$ cat src/rtl/multicycle_control_unit.sv
// RV32I multicycle control FSM with memory-ready handshake and wait timeout.
// Optional ILLEGAL_TRAP_EN: illegal opcodes park the FSM in TRAP until reset.
module multicycle_control_unit #(
    parameter int OP_W    = 7,
    parameter int F_W     = 3,
    parameter int TIMEOUT = 15,
    parameter int CNT_W   = 4
) (
    input  logic            clk,
    input  logic            rst_n,
    input  logic [OP_W-1:0] op,
    input  logic [F_W-1:0]  F,
    input  logic            zero,
    input  logic            mem_ready,
    output logic            PCW,
    output logic            IRW,
    output logic            AdrSrc,
    output logic            MemW,
    output logic            RegW,
    output logic [1:0]      ALUSrcA,
    output logic [1:0]      ALUSrcB,
    output logic [1:0]      ALUOp,
    output logic [1:0]      ResultSrc,
    output logic            Jalr,
    output logic [3:0]      state_o,
    output logic            instr_done,
    output logic            bus_err
);

    typedef enum logic [3:0] {
        S_FETCH  = 4'd0,
        S_DECODE = 4'd1,
        S_MEMADR = 4'd2,
        S_MEMRD  = 4'd3,
        S_MEMWB  = 4'd4,
        S_MEMWR  = 4'd5,
        S_EXECR  = 4'd6,
        S_EXECI  = 4'd7,
        S_ALUWB  = 4'd8,
        S_JAL    = 4'd9,
        S_JALR   = 4'd10,
        S_JALRWB = 4'd11,
        S_BRANCH = 4'd12,
        S_LUI    = 4'd13,
        S_TRAP   = 4'd14
    } state_e;

    localparam logic [OP_W-1:0] OP_LW   = OP_W'(7'b0000011);
    localparam logic [OP_W-1:0] OP_SW   = OP_W'(7'b0100011);
    localparam logic [OP_W-1:0] OP_R    = OP_W'(7'b0110011);
    localparam logic [OP_W-1:0] OP_I    = OP_W'(7'b0010011);
    localparam logic [OP_W-1:0] OP_JAL  = OP_W'(7'b1101111);
    localparam logic [OP_W-1:0] OP_JALR = OP_W'(7'b1100111);
    localparam logic [OP_W-1:0] OP_BR   = OP_W'(7'b1100011);
    localparam logic [OP_W-1:0] OP_LUI  = OP_W'(7'b0110111);

    localparam logic [CNT_W-1:0] TO_LAST =
        (TIMEOUT == 0) ? '0 : CNT_W'(TIMEOUT - 1);

    state_e             state_q, state_d;
    logic [CNT_W-1:0]   cnt_q, cnt_d;
    logic               wait_st;
    logic               tmo;

    always_ff @(posedge clk) begin
        if (!rst_n) begin
            state_q <= S_FETCH;
            cnt_q   <= '0;
        end else begin
            state_q <= state_d;
            cnt_q   <= cnt_d;
        end
    end

    assign state_o = state_q;

    always_comb begin
        state_d    = state_q;
        cnt_d      = '0;
        wait_st    = 1'b0;
        tmo        = 1'b0;
        PCW        = 1'b0;
        IRW        = 1'b0;
        AdrSrc     = 1'b0;
        MemW       = 1'b0;
        RegW       = 1'b0;
        ALUSrcA    = 2'b00;
        ALUSrcB    = 2'b00;
        ALUOp      = 2'b00;
        ResultSrc  = 2'b00;
        Jalr       = 1'b0;
        instr_done = 1'b0;
        bus_err    = 1'b0;

        case (state_q)
            S_FETCH: begin
                wait_st   = 1'b1;
                ALUSrcB   = 2'b10;
                ResultSrc = 2'b10;
                IRW       = mem_ready;
                PCW       = mem_ready;
                if (mem_ready) state_d = S_DECODE;
            end
            S_DECODE: begin
                ALUSrcA = 2'b01;
                ALUSrcB = 2'b01;
                case (op)
                    OP_LW, OP_SW: state_d = S_MEMADR;
                    OP_R:         state_d = S_EXECR;
                    OP_I:         state_d = S_EXECI;
                    OP_JAL:       state_d = S_JAL;
                    OP_JALR:      state_d = S_JALR;
                    OP_BR:        state_d = S_BRANCH;
                    OP_LUI:       state_d = S_LUI;
`ifdef ILLEGAL_TRAP_EN
                    default:      state_d = S_TRAP;
`else
                    default:      state_d = S_FETCH;
`endif
                endcase
            end
            S_MEMADR: begin
                ALUSrcA = 2'b10;
                ALUSrcB = 2'b01;
                state_d = (op == OP_LW) ? S_MEMRD : S_MEMWR;
            end
            S_MEMRD: begin
                wait_st = 1'b1;
                AdrSrc  = 1'b1;
                if (mem_ready) state_d = S_MEMWB;
            end
            S_MEMWB: begin
                ResultSrc  = 2'b01;
                RegW       = 1'b1;
                instr_done = 1'b1;
                state_d    = S_FETCH;
            end
            S_MEMWR: begin
                wait_st = 1'b1;
                AdrSrc  = 1'b1;
                MemW    = 1'b1;
                if (mem_ready) begin
                    instr_done = 1'b1;
                    state_d    = S_FETCH;
                end
            end
            S_EXECR: begin
                ALUSrcA = 2'b10;
                ALUOp   = 2'b10;
                state_d = S_ALUWB;
            end
            S_EXECI: begin
                ALUSrcA = 2'b10;
                ALUSrcB = 2'b01;
                ALUOp   = 2'b10;
                state_d = S_ALUWB;
            end
            S_ALUWB: begin
                RegW       = 1'b1;
                instr_done = 1'b1;
                state_d    = S_FETCH;
            end
            S_JAL: begin
                ALUSrcA = 2'b01;
                ALUSrcB = 2'b10;
                PCW     = 1'b1;
                state_d = S_ALUWB;
            end
            S_JALR: begin
                ALUSrcA   = 2'b10;
                ALUSrcB   = 2'b01;
                ResultSrc = 2'b10;
                PCW       = 1'b1;
                Jalr      = 1'b1;
                state_d   = S_JALRWB;
            end
            S_JALRWB: begin
                ALUSrcA = 2'b01;
                ALUSrcB = 2'b10;
                Jalr    = 1'b1;
                state_d = S_ALUWB;
            end
            S_BRANCH: begin
                ALUSrcA    = 2'b10;
                ALUOp      = 2'b01;
                PCW        = ((F == F_W'(0)) & zero) |
                             ((F == F_W'(1)) & ~zero);
                instr_done = 1'b1;
                state_d    = S_FETCH;
            end
            S_LUI: begin
                ALUSrcA = 2'b11;
                ALUSrcB = 2'b01;
                state_d = S_ALUWB;
            end
`ifdef ILLEGAL_TRAP_EN
            S_TRAP: state_d = S_TRAP;
`endif
            default: state_d = S_FETCH;
        endcase

        // A completing handshake on the timeout cycle is a normal finish
        tmo = wait_st && !mem_ready && (TIMEOUT != 0) && (cnt_q == TO_LAST);
        if (tmo) begin
            bus_err    = 1'b1;
            MemW       = 1'b0;
            PCW        = 1'b0;
            IRW        = 1'b0;
            RegW       = 1'b0;
            instr_done = 1'b0;
            state_d    = S_FETCH;
        end else if (wait_st && !mem_ready && state_d == state_q) begin
            cnt_d = cnt_q + 1'b1;
        end

        if (!rst_n) begin
            PCW        = 1'b0;
            IRW        = 1'b0;
            AdrSrc     = 1'b0;
            MemW       = 1'b0;
            RegW       = 1'b0;
            ALUSrcA    = 2'b00;
            ALUSrcB    = 2'b00;
            ALUOp      = 2'b00;
            ResultSrc  = 2'b00;
            Jalr       = 1'b0;
            instr_done = 1'b0;
            bus_err    = 1'b0;
        end
    end

endmodule

$ cat config.mk
export PLATFORM = sky130hd
export DESIGN_NAME = multicycle_control_unit
export DESIGN_NICKNAME = d
export VERILOG_FILES = /design/src/rtl/multicycle_control_unit.sv
export SDC_FILE = /design/constraint.sdc
export NUM_CORES = 1
export LEC_CHECK = 0
export ABC_AREA = 1
export BUFFER_PORTS_ARGS = -buffer_cell sky130_fd_sc_hd__buf_2
export CORE_AREA = 3 3 44 54
export CTS_CLUSTER_SIZE = 14
export DETAILED_ROUTE_END_ITERATION = 16
export DIE_AREA = 0 0 47 57
export GPL_TIMING_DRIVEN = 0
export PLACE_DENSITY = 0.7
export REMOVE_ABC_BUFFERS = 1
export SYNTH_ARGS = -nofsm -noshare
export SYNTH_HDL_FRONTEND = slang
export SYNTH_SLANG_ARGS = --single-unit
$ cat constraint.sdc
create_clock -name clk -period 1.2 [get_ports clk]
set_clock_uncertainty 0.05 [all_clocks]
set_input_delay 0.24 -clock clk [delete_from_list [all_inputs] [get_ports clk]]
set_output_delay 0.24 -clock clk [all_outputs]
set_load 0.01 [all_outputs]
==> reports/metrics.yaml <==
status:
  outcome: "finished, violations left"
  violations: "negative setup slack"
final_layout:
  area_growth_pct: 59.9
  fin_area_sq_um: 1220
  layout_commonest_cell: "buf_2"
  nFillCells: 166
  multi_input_area_sq_um: 647
  layout_common_cells: "buf_2, nand2_1, nor2_1, inv_1, buf_4"
  finalNetCount: 205
  utilization_pct: 65.3
  diodes: 0
  final_layout_size_suffix_gt1_share_pct: 45.5
  register_area_sq_um: 176
synth:
  netlist_area_sq_um: 764
  ys_types: 22
  ys_ff_latch: 8
  netlist_instances: 138
  synth.avg_cell_area_sq_um: 5.54
  ys_seq_area_share_pct: 20.9
  yosysWarningCount: 0
global_route:
  globalRouteTotalUtil_pct: 17.5
  first_global_vias: 904
  gr-total-overflow: 0
  grt_start_max_net_pins: 12
  antenna_found_initial: 0
  grt_pass1_wl_mm: 3.57
place:
  dpl_cell_area_sq_um: 950
  pre_cts_slack_ns: -0.428
  gp_congestion: 0.952
  portBuffers: 33
  hpwl_mm: 1.72
critical_path:
  crit_fanout: 7
  setup.worst_path.end_class: "output port"
  worstPathRequired_ns: 0.91
  ff2ff_setup_slack_ns: -0.14
  cp.arrival_ns: 1.42
  start_kind: "register"
  critPathKind: "register to output port"
power:
  p_seq_share_pct: 43.3
  power.internal_mw: 0.450
  p_comb_share_pct: 26.5
  p_leak_nw: 0.659
  finalPower_mw: 0.643
  switching_share_pct: 30.0
  ir_drop_v: 0.000595
  cellPowerDensity_nw_per_um2: 526
  pwr-share-clk_pct: 30.2
  p_sw_mw: 0.193
floorplanning:
  ios: 34
  die_h_um: 57
  core_sq_um: 1870
  rows: 17
  initial_utilization_pct: 40.8
  die_area_sq_um: 2680
  dieWidth_um: 47
cts:
  clk_latency_ns: 0.25
  cts_htree_levels: 1
  cts_tree: "yes"
  clock-sinks: 8
  cts_made_buffers: 3
  cts_buffer_depth: 2
  cts-root-buf: "clkbuf_4"
  clk_pin_slew_ns: 0.05
sta:
  slew_viol_final: 0
  hold-worst-slack_ns: 0.312
  rsz0062_at_grt: "yes"
  layout_setup_ws_ns: -0.510
  slew_headroom_pct: 76.9
  worst_pin_slew_ns: 0.346
  period_minus_slack_ns: 1.71
  fin_crit_sh_pct: 142
  setup_viol: 25
  fmax_mhz: 585
  hold_viol_final: 0
route:
  detail-route-antenna-nets: 0
  drt-total-wl_mm: 2.69
  drtPass1Iterations: 4
  vias: 1101
  drtIter0Drc: 19
  drc: 0
  via_per_inst: 5.34
  wl_per_cell_um: 13.1
worst_hold_path:
  worst_hold_path_type: "primary input to register"
run:
  drv_cap: 0
## sequential cells by signal (all words and copies together) (netlist names)
| name | flops |
|---|---|
| cnt_q | 4 |
| state_o | 4 |
## cell usage after synthesis (all sizes together)
cell type	instances	area, sq um
nand4	1	6.26
nor2	31	121
nand2	37	146
nor3b	1	7.51
a31oi	2	12.5
inv	19	71.3
o211ai	1	12.5
a21oi	12	60.1
o21ai	5	25.0
clkbuf	1	3.75
nand3	11	60.1
ha	2	25.0
nand3b	1	11.3
dfxtp	8	160
xnor2	1	8.76
nor3	3	15.0
xor2	2	17.5
## worst paths after layout
check	start	endpoint	cells past startpoint
min reg2reg	cnt_q[0]	cnt_q[0]	1
min	mem_ready	state_o[0]	4
max reg2reg	state_o[3]	state_o[3]	7
max	state_o[3]	MemW	7
## cell families (layout without fill, tap and decap cells)
family / after synthesis / count (layout) / share of synthesized area, %
buffers and inverters: 20 / 69 / 9.82
xor gates and xnor gates: 3 / 3 / 3.44
adders and majority gates: 2 / 2 / 3.27
DFF: 8 / 8 / 20.9
and+or+nand+nor: 85 / 85 / 48.1
AOI/OAI and AO/OA: 20 / 20 / 14.4
## stage by stage
| step | std cells | setup TNS (ns) |
|---|---|---|
| after CTS | 200 | -6.05 |
| after floorplan | 137 | -1.99 |
| after detailed placement | 189 | -5.37 |
| final | 206 | -7.62 |
| after global placement | 189 | -5.27 |
| after global routing | 206 | -9.25 |
## power groups by stage
| stage | Sequential (mW) | Clock [mW] | Combinational (mW) |
|---|---|---|---|
| 2_1_floorplan | 0.285 | 0 | 0.0773 |
| 3_3_place_gp | 0.286 | 0 | 0.133 |
| 3_5_place_dp | 0.286 | 0 | 0.137 |
| 4_1_cts | 0.278 | 0.202 | 0.156 |
| 5_1_grt | 0.279 | 0.219 | 0.188 |
| 6_report | 0.278 | 0.194 | 0.171 |
## cell type report
type / count / share of cell area, %
Multi-Input combinational cell: 110 / 52.9
Inverter: 19 / 6.45
Sequential cell: 8 / 14.4
Tap cell: 19 / 1.94
Timing Repair Buffer: 47 / 22.4
Clock buffer: 3 / 1.84
## metal layers
layer | vias up | wire (um) | track usage, %
met5 | - | 0 | 0
met2 | 55 | 1480 | 33.2
li1 | 541 | - | -
met1 | 501 | 991 | 17.4
met4 | 0 | 34 | 5.53
met3 | 4 | 190 | 4.10
## repair_timing
action / in CTS / in global routing
gates cloned: 0 / 0
pin swaps: 7 / 10
setup buffers: 8 / 6
gates resized for setup: 35 / 10
endpoints found under the setup margin: 26 / 25
endpoints found under the hold margin: 0 / 0
hold buffers: 0 / 0
## critical path, cell delays in order (launching register included)
cell and delay [ns]:
dfxtp_4 0.38, nor2_4 0.24, nand2_4 0.11, nand3_4 0.09, nand3b_4 0.09, nand2_2 0.10
nor2_2 0.04, buf_2 0.13
Power figures use the tool's default switching activity.
